[config.mk]
export PLATFORM = sky130hd
export DESIGN_NAME = telemetry_rx
export DESIGN_NICKNAME = d
export VERILOG_FILES = /design/src/rtl/telemetry_rx.sv
export SDC_FILE = /design/constraint.sdc
export NUM_CORES = 1
export LEC_CHECK = 0
export BUFFER_PORTS_ARGS = -buffer_cell sky130_fd_sc_hd__buf_2
export CORE_MARGIN = 5
export CORE_UTILIZATION = 60
export CTS_CLUSTER_SIZE = 25
export DETAILED_ROUTE_END_ITERATION = 10
export PLACE_DENSITY = 0.86
export REMOVE_ABC_BUFFERS = 1
export SLEW_MARGIN = 20
export SYNTH_ARGS = -nofsm -noshare
export SYNTH_HDL_FRONTEND = slang
export SYNTH_SLANG_ARGS = --single-unit
[constraint.sdc]
create_clock -name clk -period 3 [get_ports clk]
set_input_delay 0.15 -clock clk [delete_from_list [all_inputs] [get_ports clk]]
set_output_delay 0.15 -clock clk [all_outputs]
set_load 0.05 [all_outputs]
[src/rtl/telemetry_rx.sv]
// Receive end of the eBike telemetry link: 8N1 UART deserializer plus an 8-byte
// packet framer that presents battery voltage, current and torque atomically.
//
// state    | meaning
// U_IDLE   | line idle, waiting for synced RX low
// U_START  | half-bit wait, then confirm start bit
// U_DATA   | sampling 8 data bits LSB first
// U_STOP   | sampling stop bit
// U_BREAK  | framing error seen, waiting for line high
// P_SYNC1  | hunting for 0xAA
// P_SYNC2  | expecting 0x55
// P_B_HI.. | payload bytes B_HI, B_LO, C_HI, C_LO, T_HI, T_LO
module telemetry_rx #(
  parameter int BAUD_DIV = 2604,
  parameter int TIMEOUT  = 65536
) (
  input  logic        clk,
  input  logic        rst_n,
  input  logic        RX,
  output logic [11:0] batt_v,
  output logic [11:0] avg_curr,
  output logic [11:0] avg_torque,
  output logic        pkt_vld,
  output logic        pkt_err
);

  localparam int BW = $clog2(BAUD_DIV);
  localparam int TW = $clog2(TIMEOUT);

  typedef enum logic [2:0] {U_IDLE, U_START, U_DATA, U_STOP, U_BREAK} ustate_t;
  typedef enum logic [2:0] {P_SYNC1, P_SYNC2, P_B_HI, P_B_LO,
                            P_C_HI, P_C_LO, P_T_HI, P_T_LO} pstate_t;

  ustate_t       ust;
  pstate_t       pst;
  logic          rx_meta, rx_s;
  logic [BW-1:0] baud_cnt;
  logic [2:0]    bit_cnt;
  logic [7:0]    rx_byte;
  logic          byte_rdy, frame_err;
  logic [TW-1:0] to_cnt;
  logic [11:0]   sh_b, sh_c, sh_t;
  logic          commit;
  logic          in_pkt, hi_bad;

  // RX is asynchronous to clk; only rx_s is ever looked at.
  always_ff @(posedge clk or negedge rst_n) begin
    if (!rst_n) begin
      rx_meta <= 1'b1;
      rx_s    <= 1'b1;
    end else begin
      rx_meta <= RX;
      rx_s    <= rx_meta;
    end
  end

  always_ff @(posedge clk or negedge rst_n) begin
    if (!rst_n) begin
      ust       <= U_IDLE;
      baud_cnt  <= '0;
      bit_cnt   <= '0;
      rx_byte   <= '0;
      byte_rdy  <= 1'b0;
      frame_err <= 1'b0;
    end else begin
      byte_rdy  <= 1'b0;
      frame_err <= 1'b0;
      case (ust)
        U_IDLE: begin
          if (!rx_s) begin
            ust      <= U_START;
            baud_cnt <= BW'(BAUD_DIV / 2 - 1);
          end
        end
        U_START: begin
          if (baud_cnt != '0) baud_cnt <= baud_cnt - 1'b1;
          else if (rx_s) ust <= U_IDLE;
          else begin
            ust      <= U_DATA;
            baud_cnt <= BW'(BAUD_DIV - 1);
            bit_cnt  <= '0;
          end
        end
        U_DATA: begin
          if (baud_cnt != '0) baud_cnt <= baud_cnt - 1'b1;
          else begin
            rx_byte  <= {rx_s, rx_byte[7:1]};
            baud_cnt <= BW'(BAUD_DIV - 1);
            if (bit_cnt == 3'd7) ust <= U_STOP;
            else bit_cnt <= bit_cnt + 1'b1;
          end
        end
        U_STOP: begin
          if (baud_cnt != '0) baud_cnt <= baud_cnt - 1'b1;
          else if (rx_s) begin
            byte_rdy <= 1'b1;
            ust      <= U_IDLE;
          end else begin
            frame_err <= 1'b1;
            ust       <= U_BREAK;
          end
        end
        U_BREAK: if (rx_s) ust <= U_IDLE;
        default: ust <= U_IDLE;
      endcase
    end
  end

  assign in_pkt = (pst != P_SYNC1) && (pst != P_SYNC2);
  assign hi_bad = (rx_byte[7:4] != 4'h0);

  // commit delays the output load by one clock so all three values change together.
  always_ff @(posedge clk or negedge rst_n) begin
    if (!rst_n) begin
      pst        <= P_SYNC1;
      to_cnt     <= TW'(TIMEOUT - 1);
      sh_b       <= '0;
      sh_c       <= '0;
      sh_t       <= '0;
      commit     <= 1'b0;
      batt_v     <= '0;
      avg_curr   <= '0;
      avg_torque <= '0;
      pkt_vld    <= 1'b0;
      pkt_err    <= 1'b0;
    end else begin
      commit  <= 1'b0;
      pkt_vld <= commit;
      pkt_err <= 1'b0;
      if (commit) begin
        batt_v     <= sh_b;
        avg_curr   <= sh_c;
        avg_torque <= sh_t;
      end
      if (byte_rdy) begin
        to_cnt <= TW'(TIMEOUT - 1);
        case (pst)
          P_SYNC1: if (rx_byte == 8'hAA) pst <= P_SYNC2;
          P_SYNC2: begin
            if (rx_byte == 8'h55) pst <= P_B_HI;
            else if (rx_byte != 8'hAA) pst <= P_SYNC1;
          end
          P_B_HI, P_C_HI, P_T_HI: begin
            if (hi_bad) begin
              pkt_err <= 1'b1;
              pst     <= P_SYNC1;
            end else begin
              case (pst)
                P_B_HI:  begin sh_b[11:8] <= rx_byte[3:0]; pst <= P_B_LO; end
                P_C_HI:  begin sh_c[11:8] <= rx_byte[3:0]; pst <= P_C_LO; end
                default: begin sh_t[11:8] <= rx_byte[3:0]; pst <= P_T_LO; end
              endcase
            end
          end
          P_B_LO: begin sh_b[7:0] <= rx_byte; pst <= P_C_HI; end
          P_C_LO: begin sh_c[7:0] <= rx_byte; pst <= P_T_HI; end
          P_T_LO: begin
            sh_t[7:0] <= rx_byte;
            commit    <= 1'b1;
            pst       <= P_SYNC1;
          end
          default: pst <= P_SYNC1;
        endcase
      end else if (frame_err && in_pkt) begin
        pkt_err <= 1'b1;
        pst     <= P_SYNC1;
      end else if (in_pkt) begin
        if (to_cnt == '0) begin
          pkt_err <= 1'b1;
          pst     <= P_SYNC1;
        end else begin
          to_cnt <= to_cnt - 1'b1;
        end
      end else begin
        to_cnt <= TW'(TIMEOUT - 1);
      end
    end
  end

endmodule

==> key figures <==
Run status
  • Status: finished, final reports clean

Yosys
  • Cells after Synth: 472
  • Fraction of registers with async set/reset: 100.0%
  • Seq/Total Area, Yosys: 55.66%
  • Prevailing post-synth register cell: dfrtp_1
  • Synth Cell Area: 0.005615 mm^2
  • Synth Area per Inst: 11.90 um^2
  • Netlist cell types: 59
  • Synth warn: 0
  • EDFF count, synth: 0
  • #FFs+latches synth: 124

Final layout
  • ANT cells: 0
  • Area of the multi-input gates: 0.002326 mm^2
  • Final Util: 71.76%
  • Cell area after layout: 0.006599 mm^2
  • Register cell area after layout: 0.003126 mm^2
  • Layout cells sized above 1: 34.34%
  • Area growth, synth to finish: 17.51%
  • Nets: 526
  • # fillers: 581

Drt
  • Detailed-route via count: 4032
  • Via/cell ratio: 6.290
  • DR iter-0 viols: about 220
  • Post-DRT Antenna Nets: 0
  • Iteration count of the initial detailed-routing pass: 5
  • WL/cell: 19.00 um
  • DRC: 0
  • Drt total wl: 12180 um

Power
  • Net Sw Frac: 20.97%
  • Flop pwr share: 42.3%
  • Combinational power share: 1.0%
  • Clock Power Share: between 50% and 60%
  • VDD IR-drop max: approximately 0.00049 V
  • Pwr dens: 601.8 mW/mm^2
  • Net Switching: 0.0008329 W
  • Int Pwr: between 0.003 and 0.004 W
  • Leakage Power: 3.163 nW

CTS
  • Clk sinks: 124
  • Clk buf depth: 2
  • CTS tree: built
  • Clock transition at the registers of the reported paths: 0.06 ns
  • H-tree lvl count: 4
  • # resized after CTS: 0
  • Worst-Skew Late Latency: 0.51 ns
  • Clock tree root driver cell: clkbuf_8
  • Num CTS Buffers: 17

STA
  • Unrepaired setup endpoints after global routing: no
  • Max frequency: between 0.3 and 0.4 GHz
  • Max Slew Vio Count: 0
  • Least-Margin Pin Slew: 0.6553 ns
  • Crit share post-route: 90.86%
  • Final TNS setup: 0 ns
  • Final setup viols: 0
  • Slew HR: a little under three fifths
  • Final hold slack: approximately 0.17 ns
  • Tmin final: between 2 and 3 ns
  • Final WS setup: between 0.2 and 0.3 ns
  • Final Hold Viols: 0
  • Max Clock Skew: 0.006468 ns

Global route
  • Antenna violations before repair: 0
  • Total grt overflow: 0
  • First-pass GRT wire length: 21130 um
  • Vias in the first global route: 4270
  • All-Layer GR Usage: roughly 23%
  • Largest net degree at the start of global routing: 48

Floorplan
  • Starting density of the core: just over 60%
  • Chip height: 106.7 um
  • Die ar.: 0.01139 mm^2
  • Row cnt: 35
  • I/O pin total: 41
  • Core Area: about 0.009 mm^2
  • Die Wd: 106.7 um

Critical path
  • Reg2reg start: baud_cnt[0]
  • Crit path launch type: register
  • Setup crit end kind: register
  • Data required, critical path: 3.39 ns
  • Critical Path Start: baud_cnt[0]
  • Register-to-Register Path Depth: 6
  • CP Max Fanout: 13
  • Crit path kind: reg2reg
  • Critical path arrival: 3.12 ns

Place
  • Pre-CTS WS: 0.3131 ns
  • Port bufs: 40
  • Cell Area, Placed: 0.005929 mm^2
  • RePlAce Congestion: 0.8462
  • Hpwl dp: 7627 um

Min path
  • Hold crit path type: in2async

Flow run
  • Max-cap violations: 0
## cells in the mapped netlist (7+ instances only)
master | n | area, um^2
nor2_1 | 20 | 75.07
o21ai_0 | 13 | 65.06
dfrtp_1 | 106 | 2653
mux2_2 | 72 | 810.8
clkbuf_1 | 20 | 75.07
or4_1 | 12 | 90.09
dfstp_2 | 18 | 473.0
inv_1 | 12 | 45.04
a21oi_1 | 16 | 80.08
a211oi_1 | 8 | 60.06
nor4_1 | 10 | 62.56
nor3_1 | 12 | 60.06
nand2_1 | 39 | 146.4
and2_1 | 7 | 43.79
## worst max-delay path, cell delays in order (launching register included)
cell	delay [ns]
dfrtp_1	0.40
inv_1	0.11
ha_1	0.15
or4b_1	0.53
or4_4	0.55
or4_4	0.61
a22o_1	0.26
## cells in the final DEF, fill, tap and decap left out, types with 3 or more instances in the layout
cell	Yosys	routed
nor2_1	20	20
or4_4	3	3
nand3_1	6	6
and2_1	7	7
bufinv_16	0	5
a211oi_1	8	8
or4_1	12	12
inv_1	12	12
or3_1	3	3
o2111ai_1	3	3
a211o_1	5	5
o21ai_0	13	13
a21oi_1	16	16
mux2i_1	6	6
dfrtp_1	106	106
a22o_1	4	4
o41ai_1	4	4
nor3_1	12	12
o31ai_1	6	6
clkinv_4	0	4
ha_1	6	6
nand4_1	4	4
nor4_1	10	10
dfstp_2	18	18
nand2b_1	4	4
and3_1	4	4
buf_4	0	10
nand2_1	39	39
clkbuf_16	0	16
inv_6	0	4
mux2_2	72	72
buf_2	2	39
o211ai_1	6	6
## kinds of logic (layout without fill, tap and decap cells)
group	count (synthesis)	in the layout	share of synthesized area [%]
muxes	78	78	15.51
xor gates and xnor gates	2	2	0.3120
adders and majority gates	6	6	1.337
AOI/OAI and AO/OA	84	84	10.76
and+or+nand+nor	139	139	13.50
DFF	124	124	55.66
buffers and inverters	39	97	2.919
## final timing paths
| path | endpoint | slack (ns) |
|---|---|---|
| setup / recovery | bit_cnt[2] | 0.27 |
| hold / removal | avg_curr[7] | 0.17 |
| setup reg to reg | bit_cnt[2] | 0.27 |
| hold reg to reg | rx_s | 0.36 |
| max in group asynchronous | batt_v[6] | 1.96 |
| min in group clk | rx_meta | 0.28 |
## registers in the layout (all words and copies together), names as in the netlist, 3 cells and up
name / flops
avg_curr: 12
ust: 3
pst: 3
bit_cnt: 3
baud_cnt: 12
to_cnt: 16
sh_t: 12
avg_torque: 12
rx_byte: 8
sh_b: 12
batt_v: 12
sh_c: 12
## routing by layer
metal / share of wire, % / GRT usage, % / up-vias
li1: - / - / 1843
met1: 41 / 30.47 / 2010
met2: 52 / 37.81 / 151
met3: 5.1 / 4.877 / 28
met4: 2.0 / 9.041 / 0
met5: 0 / 0 / -
## final cells by class
class	count	share of cell area (%)
multi-input cells	309	35.25
clock inverters	14	3.508
inverters	13	0.7395
repair buffers	52	4.702
well taps	111	2.105
clock buffers	18	6.333
flip-flops and latches	124	47.36
## per-stage QoR
step,power [W],cells
floorplan,0.001708,446
global placement,0.001746,607
detailed placement,0.001747,607
CTS,0.003989,641
global route,0.004087,641
finish,0.003971,641
## power groups by stage
stage / Sequential, W / Clock (W) / Combinational (W)
2_1_floorplan: 0.00171 / 0 / 0.00000102
3_3_place_gp: 0.00171 / 0 / 0.0000384
3_5_place_dp: 0.00171 / 0 / 0.0000396
4_1_cts: 0.00168 / 0.00227 / 0.0000426
5_1_grt: 0.00168 / 0.00236 / 0.0000475
6_report: 0.00168 / 0.00225 / 0.0000402
## repair_timing
| action | CTS | global route |
|---|---|---|
| hold buffers | 2 | 0 |
| setup buffers | 0 | 0 |
| endpoints found under the hold margin | 42 | 0 |
No activity file was read; power rests on OpenSTA's default activity.
